===== src/rtl/alu_op_sequencer.sv =====
// Request FIFO plus IDLE/EXEC/RESP issue FSM in front of a combinational 32-bit ALU.
// Optional build macro ALU_SEQ_SEL_CHECK_EN: selects above 5 are flagged and their result zeroed.
module alu_op_sequencer #(
  parameter int DEPTH = 4,
  parameter int AW    = 2
) (
  input  logic        clk,
  input  logic        rst_n,
  input  logic        req_valid,
  output logic        req_ready,
  input  logic [31:0] req_a,
  input  logic [31:0] req_b,
  input  logic [3:0]  req_sel,
  input  logic        req_cin,
  output logic [31:0] alu_a,
  output logic [31:0] alu_b,
  output logic [3:0]  alu_sel,
  output logic        alu_cin,
  input  logic [31:0] alu_y,
  input  logic [3:0]  alu_flags,
  output logic        res_valid,
  input  logic        res_ready,
  output logic [31:0] res_y,
  output logic [3:0]  res_flags,
  output logic        res_err,
  output logic        busy
);
  localparam int DATA_W = 32;
  localparam logic [AW:0] FULL_CNT = (AW+1)'(DEPTH);

  typedef enum logic [1:0] {
    IDLE = 2'd0,
    EXEC = 2'd1,
    RESP = 2'd2
  } state_t;

  state_t state_q, state_d;

  logic [DATA_W-1:0] mem_a   [DEPTH];
  logic [DATA_W-1:0] mem_b   [DEPTH];
  logic [3:0]        mem_sel [DEPTH];
  logic              mem_cin [DEPTH];

  logic [AW-1:0] wr_ptr, rd_ptr;
  logic [AW:0]   count;
  logic          fifo_empty;
  logic          push, pop, cap, consume;

  logic [DATA_W-1:0] alu_a_p0, alu_b_p0;
  logic [3:0]        alu_sel_p0;
  logic              alu_cin_p0;

  logic [DATA_W-1:0] res_y_p1;
  logic [3:0]        res_flags_p1;
  logic              vld_p1;

`ifdef ALU_SEQ_SEL_CHECK_EN
  logic err_p1;

  function automatic logic sel_illegal(input logic [3:0] sel);
    return sel > 4'd5;
  endfunction
`endif

  assign fifo_empty = (count == '0);
  assign req_ready  = (count != FULL_CNT);
  assign push       = req_valid && req_ready;
  assign busy       = (state_q != IDLE) || !fifo_empty;

  always_comb begin
    state_d = state_q;
    pop     = 1'b0;
    cap     = 1'b0;
    consume = 1'b0;
    case (state_q)
      IDLE: begin
        if (!fifo_empty) begin
          pop     = 1'b1;
          state_d = EXEC;
        end
      end
      EXEC: begin
        cap     = 1'b1;
        state_d = RESP;
      end
      RESP: begin
        if (res_ready) begin
          consume = 1'b1;
          if (!fifo_empty) begin
            pop     = 1'b1;
            state_d = EXEC;
          end else begin
            state_d = IDLE;
          end
        end
      end
      default: state_d = IDLE;
    endcase
  end

  always_ff @(posedge clk or negedge rst_n) begin
    if (!rst_n) begin
      state_q <= IDLE;
      wr_ptr  <= '0;
      rd_ptr  <= '0;
      count   <= '0;
    end else begin
      state_q <= state_d;
      if (push) wr_ptr <= wr_ptr + AW'(1);
      if (pop)  rd_ptr <= rd_ptr + AW'(1);
      case ({push, pop})
        2'b10:   count <= count + (AW+1)'(1);
        2'b01:   count <= count - (AW+1)'(1);
        default: count <= count;
      endcase
    end
  end

  // FIFO storage: data only, validity is tracked by count
  always_ff @(posedge clk) begin
    if (push) begin
      mem_a[wr_ptr]   <= req_a;
      mem_b[wr_ptr]   <= req_b;
      mem_sel[wr_ptr] <= req_sel;
      mem_cin[wr_ptr] <= req_cin;
    end
  end

  // Stage p0: operation issued to the ALU, held until the next pop
  always_ff @(posedge clk or negedge rst_n) begin
    if (!rst_n) begin
      alu_a_p0   <= '0;
      alu_b_p0   <= '0;
      alu_sel_p0 <= '0;
      alu_cin_p0 <= 1'b0;
    end else if (pop) begin
      alu_a_p0   <= mem_a[rd_ptr];
      alu_b_p0   <= mem_b[rd_ptr];
      alu_sel_p0 <= mem_sel[rd_ptr];
      alu_cin_p0 <= mem_cin[rd_ptr];
    end
  end

  // Stage p1: ALU result captured at the end of EXEC, held through RESP
  always_ff @(posedge clk or negedge rst_n) begin
    if (!rst_n) begin
      res_y_p1     <= '0;
      res_flags_p1 <= '0;
    end else if (cap) begin
`ifdef ALU_SEQ_SEL_CHECK_EN
      if (sel_illegal(alu_sel_p0)) begin
        res_y_p1     <= '0;
        res_flags_p1 <= '0;
      end else begin
        res_y_p1     <= alu_y;
        res_flags_p1 <= alu_flags;
      end
`else
      res_y_p1     <= alu_y;
      res_flags_p1 <= alu_flags;
`endif
    end
  end

  always_ff @(posedge clk or negedge rst_n) begin
    if (!rst_n) begin
      vld_p1 <= 1'b0;
`ifdef ALU_SEQ_SEL_CHECK_EN
      err_p1 <= 1'b0;
`endif
    end else if (cap) begin
      vld_p1 <= 1'b1;
`ifdef ALU_SEQ_SEL_CHECK_EN
      err_p1 <= sel_illegal(alu_sel_p0);
`endif
    end else if (consume) begin
      vld_p1 <= 1'b0;
`ifdef ALU_SEQ_SEL_CHECK_EN
      err_p1 <= 1'b0;
`endif
    end
  end

  assign alu_a     = alu_a_p0;
  assign alu_b     = alu_b_p0;
  assign alu_sel   = alu_sel_p0;
  assign alu_cin   = alu_cin_p0;
  assign res_y     = res_y_p1;
  assign res_flags = res_flags_p1;
  assign res_valid = vld_p1;
`ifdef ALU_SEQ_SEL_CHECK_EN
  assign res_err   = err_p1;
`else
  assign res_err   = 1'b0;
`endif

endmodule


===== config.mk =====
export PLATFORM = sky130hd
export DESIGN_NAME = alu_op_sequencer
export DESIGN_NICKNAME = d
export VERILOG_FILES = /design/src/rtl/alu_op_sequencer.sv
export SDC_FILE = /design/constraint.sdc
export NUM_CORES = 1
export LEC_CHECK = 0
export CORE_ASPECT_RATIO = 0.75
export CORE_MARGIN = 1
export CORE_UTILIZATION = 49
export DETAILED_ROUTE_END_ITERATION = 16
export HOLD_SLACK_MARGIN = 0.02
export PLACE_DENSITY_LB_ADDON = 0.2
export SYNTH_ARGS = -nofsm -noshare
export SYNTH_HDL_FRONTEND = slang
export SYNTH_SLANG_ARGS = --single-unit

===== constraint.sdc =====
create_clock -name clk -period 3.1 [get_ports clk]
set_clock_uncertainty 0.2 [all_clocks]
set_input_delay 0.775 -clock clk [delete_from_list [all_inputs] [get_ports clk]]
set_output_delay 0.775 -clock clk [all_outputs]
set_load 0.02 [all_outputs]

==> impl_metrics.json <==
{
  "clk_pin_slew_worst_paths_ns": 0.06,
  "avgSynthCellArea_sq_um": 23.12,
  "post-cts-setup-buffers": 0,
  "yosysSeqAreaShare_pct": 76.18,
  "cts_resized": 0,
  "num_rows": 54,
  "syn-instance-count": 634,
  "clkLatencyLatePin_ns": 0.52,
  "grt_antenna_before_repair": 0,
  "power.internal_mw": 13.78,
  "final_layout_size_suffix_gt1_share_pct": 23.62,
  "io_pins": 218,
  "core_area_sq_mm": 0.02926,
  "nFillCells": 1968,
  "die_width_um": 201.7,
  "ff2ff_setup_slack_ns": 0.56,
  "grt_pass1_wl_mm": 43.28,
  "power.switching_mw": 5.763,
  "layout_common_cells": "edfxtp_1 (276), clkdlybuf4s50_1 (215), dfrtp_1 (113)",
  "fin_cells": 1298,
  "period_minus_slack_ns": 2.983,
  "crit_required_ns": 2.12,
  "gp_congestion": 0.7476,
  "vias": 6885,
  "remaining_drc_errors": 0,
  "path_max_fanout": 6,
  "dieHeight_um": 151.8,
  "slew_violations": 0,
  "relSlewSlack_pct": 55.05,
  "critical_path_class": "reg -> out",
  "final_common_cell": "edfxtp_1",
  "cts_hold_buf": 0,
  "tns_ns": 0,
  "outcome": "completed",
  "drt_pass1_iterations": 7,
  "min_path_type": "in -> async",
  "fin_crit_sh_pct": 96.23,
  "dp.cells": 1228,
  "tightest_slew_ns": 0.6742,
  "die-area_sq_mm": 0.03061,
  "crit_path_end_kind": "primary output",
  "cts_made_buffers": 38,
  "power_leakage_nw": 6.694,
  "p_seq_share_pct": 41.0,
  "maxCapViolations": 0,
  "grt_usage_pct": 18.83,
  "setup_viol": 0,
  "rr_endpoint": "count[2]",
  "vias_per_cell": 5.304,
  "cts_htree_levels": 2,
  "cts_tree": "yes",
  "grt_max_degree": 71,
  "power-per-cell-area_mw_per_mm2": 1048,
  "reg2regPathDepth": 9,
  "hpwl_mm": 16.63,
  "antenna_cells": 0,
  "power_frac_comb_pct": 34.8,
  "area_growth_pct": 27.19,
  "syn_nets": 749,
  "drt_iter0_markers": 308,
  "startpoint_type": "register",
  "yosysUniqueCellTypes": 30,
  "p_sw_share_pct": 29.49,
  "antenna_left": 0,
  "wl_per_cell_um": 21.52,
  "fin_nets": 991,
  "rsz0062_at_grt": "false",
  "ys_warn_count": 0,
  "grt_pass1_vias": 7472,
  "finalHoldViolations": 0,
  "cts.sinks": 391,
  "r2r-start": "count[0]",
  "critPathArrivalTime_ns": 2.01,
  "max_freq_mhz": 335.2,
  "clk_path_buf_depth": 3,
  "ys_seq_elements": 391,
  "cts-root-buf": "clkbuf_16",
  "netlist_area_sq_mm": 0.01466,
  "peakVddDrop_v": 0.0005837,
  "initial_core_util_pct": 50.10,
  "drt-total-wl_mm": 27.93,
  "port_buffers": 216,
  "clockPowerShare_pct": 24.3,
  "overflow": 0
}
## worst max-delay path, stage by stage, from the launching register on
cell,delay [ns]
dfrtp_1,0.42
or3b_1,0.47
clkdlybuf4s50_1,0.60
## flip-flops by register name, indices dropped and copies added, names as in the netlist
signal and flops:
alu_cin 1, mem_b 128, mem_a 128, count 3, res_y 32, mem_cin 4, alu_a 32, res_flags 4
wr_ptr 2, state_q 2, alu_sel 4, rd_ptr 2, mem_sel 16, res_valid 1, alu_b 32
## metrics by stage
stage          setup slack, ns  total power, mW  cell area (sq um)  util [%]  hold WS (ns)
2_1_floorplan          0.03310            12.36              14660         -        0.2736
3_3_place_gp            0.2249            14.76              17340     59.27        0.2666
4_1_cts                0.07791            19.87              18640     63.72       0.09129
5_1_grt                0.04330            20.52              18640     63.72        0.1165
6_report                0.1169            19.54              18640     63.72       0.07477
3_5_place_dp            0.1850            15.05              17340     59.27        0.2834
## cell usage after synthesis
library cell,n,area [sq um]
a21o_1,1,7.510
a21oi_1,2,10.01
and2_1,1,6.260
and3_1,4,25.02
buf_4,4,30.03
buf_6,15,168.9
clkbuf_1,8,30.03
conb_1,1,3.750
dfrtp_1,115,2878
edfxtp_1,276,8288
fa_1,1,20.02
ha_1,5,62.56
inv_1,8,30.03
mux2_1,1,11.26
mux2_2,94,1059
mux2_4,11,165.2
mux2i_1,1,10.01
mux4_1,43,1130
mux4_2,26,585.6
nand2_1,2,7.510
nor2_1,2,7.510
nor2_4,1,11.26
nor2b_2,1,8.760
nor3_1,1,5.000
nor3_2,1,10.01
nor3_4,1,16.27
nor4b_1,1,8.760
or3b_1,1,8.760
xnor2_1,2,17.52
xor2_1,4,35.03
## power by group through the flow
stage                     Clock [mW]  Combinational (mW)  Sequential (mW)
after detailed placement           0                6.93             8.12
after global placement             0                6.74             8.01
final                           4.75                6.79             8.00
after CTS                       4.88                6.96             8.03
after floorplan                    0                3.63             8.74
after global routing            5.07                7.26             8.18
## kinds of logic (layout without fill, tap and decap cells)
group                      Yosys count  count (layout)  synth area share [%]
xor gates and xnor gates             6               6                0.3585
DFF                                391             391                 76.18
and+or+nand+nor                     16              16                0.7855
buffers and inverters               35             307                 1.767
adders and majority gates            6               6                0.5634
other                                1               1               0.02559
muxes                              176             176                 20.20
AOI/OAI and AO/OA                    3               3                0.1195
## metal layers
layer  vias up  GRT usage (%)  share of wire, %
li1       3072              -                 -
met1      3631          24.92                43
met5         -              0                 0
met2       139          31.93                51
met3        43          4.042               4.4
met4         0          5.265               1.8
## layout make-up
type                    count  area (sq um)  share of cell area (%)
flip-flops and latches    391         11170                   59.94
multi-input cells         208          3252                   17.44
repair buffers            229          2395                   12.85
clock buffers              50          1070                   5.739
well taps                 392         490.5                   2.631
clock inverters            20         231.5                   1.242
inverters                   8         30.03                  0.1611
## how the worst max path moves through the flow
stage | end | from
after floorplan | mem_a[0][0] | req_valid
after global placement | count[2] | res_ready
after detailed placement | count[2] | res_ready
after CTS | req_ready | count[0]
after global routing | req_ready | count[0]
final | req_ready | count[0]
Note: power is estimated with default switching activity, not from simulation.
